**src/rtl/serial_subtractor_pkg.sv**
```systemverilog
// Shared types and helpers for the bit-serial subtractor: FSM state encoding
// and the signed-overflow rule for a - b.
package serial_subtractor_pkg;

    typedef enum logic [1:0] {
        ST_IDLE  = 2'd0,
        ST_SHIFT = 2'd1,
        ST_DONE  = 2'd2
    } state_t;

    // Signed overflow of a - b: operands differ in sign and result sign differs from a.
    function automatic logic sub_ovf(input logic a_msb, input logic b_msb, input logic d_msb);
        return (a_msb ^ b_msb) & (d_msb ^ a_msb);
    endfunction

endpackage

```
**src/rtl/serial_subtractor_full_subtractor.sv**
```systemverilog
// Single-bit full subtractor: d = x - y - bin with borrow out.
module full_subtractor (
    input  logic x,
    input  logic y,
    input  logic bin,
    output logic d,
    output logic bout
);

    assign d    = x ^ y ^ bin;
    assign bout = (~x & y) | (~(x ^ y) & bin);

endmodule

```
**src/rtl/serial_subtractor.sv**
```systemverilog
// Bit-serial WIDTH-bit subtractor: one full-subtractor cell plus a borrow flop,
// LSB first, with a start/done handshake and results held until overwritten.
module serial_subtractor
    import serial_subtractor_pkg::*;
#(
    parameter int WIDTH = 8
) (
    input  logic             clk,
    input  logic             reset,
    input  logic             start,
    input  logic [WIDTH-1:0] a,
    input  logic [WIDTH-1:0] b,
    output logic             busy,
    output logic             done,
    output logic [WIDTH-1:0] diff,
    output logic             borrow_out,
    output logic             ovf
);

    localparam int CW = $clog2(WIDTH + 1);
    localparam logic [CW-1:0] LAST_CNT = CW'(WIDTH - 1);

    state_t           r_state;
    logic [WIDTH-1:0] r_a;
    logic [WIDTH-1:0] r_b;
    logic             r_a_msb;
    logic             r_b_msb;
    logic [WIDTH-1:0] r_res;
    logic             r_borrow;
    logic [CW-1:0]    r_cnt;
    logic             r_busy;
    logic             r_done;
    logic [WIDTH-1:0] r_diff;
    logic             r_borrow_out;
    logic             r_ovf;

    logic             w_d;
    logic             w_bout;
    logic [WIDTH:0]   w_res_cat;
    logic [WIDTH-1:0] w_res_next;
    logic             w_ovf;

    full_subtractor u_cell (
        .x    (r_a[0]),
        .y    (r_b[0]),
        .bin  (r_borrow),
        .d    (w_d),
        .bout (w_bout)
    );

    // New bit enters at the MSB; the concatenation keeps WIDTH=1 well formed.
    assign w_res_cat  = {w_d, r_res};
    assign w_res_next = w_res_cat[WIDTH:1];
    assign w_ovf      = sub_ovf(r_a_msb, r_b_msb, w_res_next[WIDTH-1]);

    // Control FSM with datapath shift and registered handshake/result outputs.
    always_ff @(posedge clk) begin
        if (reset) begin
            r_state      <= ST_IDLE;
            r_a          <= '0;
            r_b          <= '0;
            r_a_msb      <= 1'b0;
            r_b_msb      <= 1'b0;
            r_res        <= '0;
            r_borrow     <= 1'b0;
            r_cnt        <= '0;
            r_busy       <= 1'b0;
            r_done       <= 1'b0;
            r_diff       <= '0;
            r_borrow_out <= 1'b0;
            r_ovf        <= 1'b0;
        end else begin
            r_done <= 1'b0;
            case (r_state)
                ST_IDLE, ST_DONE: begin
                    if (start) begin
                        r_state  <= ST_SHIFT;
                        r_a      <= a;
                        r_b      <= b;
                        r_a_msb  <= a[WIDTH-1];
                        r_b_msb  <= b[WIDTH-1];
                        r_res    <= '0;
                        r_borrow <= 1'b0;
                        r_cnt    <= '0;
                        r_busy   <= 1'b1;
                    end else begin
                        r_state <= ST_IDLE;
                        r_busy  <= 1'b0;
                    end
                end
                ST_SHIFT: begin
                    r_a      <= r_a >> 1;
                    r_b      <= r_b >> 1;
                    r_res    <= w_res_next;
                    r_borrow <= w_bout;
                    r_cnt    <= r_cnt + CW'(1);
                    if (r_cnt == LAST_CNT) begin
                        r_state      <= ST_DONE;
                        r_busy       <= 1'b0;
                        r_done       <= 1'b1;
                        r_diff       <= w_res_next;
                        r_borrow_out <= w_bout;
                        r_ovf        <= w_ovf;
                    end else begin
                        r_state <= ST_SHIFT;
                        r_busy  <= 1'b1;
                    end
                end
                default: begin
                    r_state <= ST_IDLE;
                    r_busy  <= 1'b0;
                end
            endcase
        end
    end

    assign busy       = r_busy;
    assign done       = r_done;
    assign diff       = r_diff;
    assign borrow_out = r_borrow_out;
    assign ovf        = r_ovf;

endmodule

```
**config.mk**
```make
export PLATFORM = sky130hd
export DESIGN_NAME = serial_subtractor
export DESIGN_NICKNAME = d
export VERILOG_FILES = /design/src/rtl/serial_subtractor_pkg.sv /design/src/rtl/serial_subtractor_full_subtractor.sv /design/src/rtl/serial_subtractor.sv
export SDC_FILE = /design/constraint.sdc
export NUM_CORES = 1
export LEC_CHECK = 0
export CORE_MARGIN = 4
export CORE_UTILIZATION = 35
export CTS_CLUSTER_DIAMETER = 80
export DETAILED_ROUTE_END_ITERATION = 16
export GPL_TIMING_DRIVEN = 1
export PLACE_DENSITY = 0.66
export SYNTH_ARGS = -nofsm -noshare
export SYNTH_HDL_FRONTEND = slang
export SYNTH_SLANG_ARGS = --single-unit
```
**constraint.sdc**
```tcl
create_clock -name clk -period 1.6 [get_ports clk]
set_clock_uncertainty 0.2 [all_clocks]
set_input_delay 0.32 -clock clk [delete_from_list [all_inputs] [get_ports clk]]
set_output_delay 0.32 -clock clk [all_outputs]
set_load 0.02 [all_outputs]
```
==> impl_metrics.py <==
metrics = {
    "drt": {
        "routed_via_density": 5.08,
        "totalWireLength_mm": 3.86,
        "drt_pass1_iterations": 4,
        "drc": 0,
        "vias": 1545,
        "drt_iter0_markers": 112,
        "ant_nets": 0,
        "wl_per_cell_um": 12.7,
    },
    "synthesis": {
        "synthesis.area_um2": 1770,
        "ys_seq_area_share_pct": 48.6,
        "yosys_warnings": 0,
        "synth.distinct_cells": 24,
        "yosys.area.top_type": "dfxtp_1",
        "syn_area_per_cell_um2": 8.95,
        "synth_top_cells_by_area": "dfxtp_1 49%, a21oi_1 12%, nand3_1 9.6%",
        "synth_flop_cell": "dfxtp_1",
        "synthArstFlopShare_pct": 0,
        "synth-seq-cells": 43,
        "synthTopCellsByCount": "43 x dfxtp_1, 41 x a21oi_1, 34 x nand3_1",
        "synth.net_count": 219,
        "synth-edff-count": 0,
        "syn_inst": 198,
        "synth_most_common_cell": "dfxtp_1",
        "yosysTopAreaCellShare_pct": 48.6,
    },
    "grt": {
        "gr-usage-all-layers_pct": 12.7,
        "antenna_found_initial": 0,
        "grt_pass1_wl_mm": 6.43,
        "first_global_vias": 1438,
        "gr-total-overflow": 0,
        "grt_max_degree": 22,
    },
    "layout": {
        "antenna-diode-count": 0,
        "fin_nets": 258,
        "final_area_um2": 2290,
        "drive_gt1_share_pct": 17.7,
        "area_delta_synth_final_pct": 29.2,
    },
    "power": {
        "p_leak_nw": 0.865,
        "switching_power_w": 0.000515,
        "ir_drop_mv": 0.303,
        "swShare_pct": 24.5,
        "pwr-share-clk_pct": 32.3,
        "p_seq_share_pct": 53.7,
        "power_density_nw_per_um2": 919,
        "power.internal_w": 0.00159,
        "p_comb_share_pct": 14.0,
    },
    "sta": {
        "hold_viol": 0,
        "finalMaxSlewViolations": 0,
        "max_freq_mhz": 612,
        "tightestPinTransition_ps": 246,
        "slew_headroom_pct": 83.6,
        "worst_slack_ps": -35.3,
        "hold_slack_ps": 265,
        "finalSetupViolations": 1,
        "rsz0062_at_grt": "true",
        "min_period_ps": 1640,
        "period_share_pct": 102,
    },
    "place": {
        "dp_hpwl_mm": 2.76,
        "gp_congestion": 0.712,
        "dpl-instance-area_um2": 2190,
        "portBuffers": 30,
    },
    "worst_setup_path": {
        "crit_fanout": 3,
        "startpoint_type": "flip-flop",
        "cp_data_arrival_time_ps": 1650,
        "regToRegSetupSlack_ps": -40,
        "path_class": "reg2reg",
        "required_ps": 1610,
        "critPathCaptureType": "flip-flop",
    },
    "cts": {
        "htree_levels": 2,
        "clockRootBuffer": "clkbuf_8",
        "cts_tree": "done",
        "clkTransAtPathRegs_ps": 70,
        "cts-buffers-inserted": 5,
        "cts_buffer_depth": 2,
        "hold_buffers": 0,
        "clk-insertion-delay-late_ps": 290,
        "cts_sinks": 43,
    },
    "die": {
        "boundaryPins": 31,
        "die_h_um": 79.1,
        "start_util_pct": 36.8,
        "die_w_um": 79.1,
        "die_area_um2": 6260,
        "rows": 25,
        "core_um2": 4820,
    },
    "worst_hold_path": {
        "hp-class": "reg2reg",
    },
    "run_status": {
        "outcome": "finished with violations",
        "violations": "setup timing",
    },
    "run": {
        "maxCapViolations": 0,
    },
}
cell families after synthesis:
kind of cell / share of synthesized area, %
AO/OA/AOI/OAI: 21.3
adder cells (fa/ha/maj): 1.84
buffers and inverters: 8.26
multiplexers: 1.69
flip-flops: 48.6
AND/OR/NAND/NOR: 18.3
flip-flops by register name (all words and copies together) (netlist names):
register,count
r_a,8
r_b_msb,1
done,1
r_state,2
r_borrow,1
r_res,7
ovf,1
r_cnt,4
borrow_out,1
r_a_msb,1
diff,8
r_b,8
power by group through the flow:
stage                     logic, W  registers (W)  clock network (W)
after floorplan           0.000180        0.00115                  0
after global placement    0.000290        0.00115                  0
after detailed placement  0.000290        0.00115                  0
after CTS                 0.000295        0.00113           0.000700
after global routing      0.000324        0.00113           0.000746
final                     0.000294        0.00113           0.000680
placed cells by master (no fill, tap or decap), types with 2 or more instances in the layout:
master           count
o21ai_0              8
buf_4               21
inv_2                2
a211oi_2             2
nand3_1             33
a21oi_2              2
dfxtp_2              2
nor3_1               2
nor2_1               4
dlygate4sd2_1       12
nand2_1             12
dfxtp_1             41
a21oi_1             39
clkdlybuf4s50_1     18
clkbuf_8             6
nand2b_1             4
a22oi_1             14
mux2_4               2
through the flow:
stage	power, W	util, %	instances	setup WS [ps]	setup TNS (ps)
global route	0.00220	47.5	304	-115	-115
floorplan	0.00133	-	198	4.52	0
finish	0.00210	47.5	304	-35.3	-35.3
global placement	0.00144	45.4	296	-171	-1090
detailed placement	0.00144	45.4	296	-180	-1210
CTS	0.00212	47.3	303	-35.0	-35.0
worst max-delay path, stage by stage, from the launching register on:
cell      delay (ps)
dfxtp_2          340
inv_2             40
fa_1             580
and3b_1          180
a21oi_2           40
a211oi_2         170
worst paths after layout:
path | from | to | cells after the start
worst max register to register | r_borrow | ovf | 5
worst max-delay path | r_borrow | ovf | 5
worst min-delay path | r_a[3] | r_a[3] | 2
worst min register to register | r_a[3] | r_a[3] | 2
repair_timing:
item	in CTS	in global routing
buffers inserted	1	2
pin swaps	4	3
setup endpoints to repair	14	4
resized for setup	18	3
layout make-up:
type | instances | area (µm²)
Fill cell | 507 | 2530
Sequential cell | 43 | 863
Multi-Input combinational cell | 133 | 783
Timing Repair Buffer | 52 | 463
Tap cell | 67 | 83.8
Clock buffer | 6 | 82.6
Inverter | 2 | 7.51
Clock inverter | 1 | 5.00
layer usage:
metal | wire length [µm] | track usage [%] | part of all wire (%)
met2 | 1770 | 20.6 | 46
met1 | 1830 | 16.6 | 47
met4 | 36 | 3.09 | 0.93
met5 | 0 | 0 | 0
met3 | 219 | 3.97 | 5.7
No activity file was read; power rests on OpenSTA's default activity.
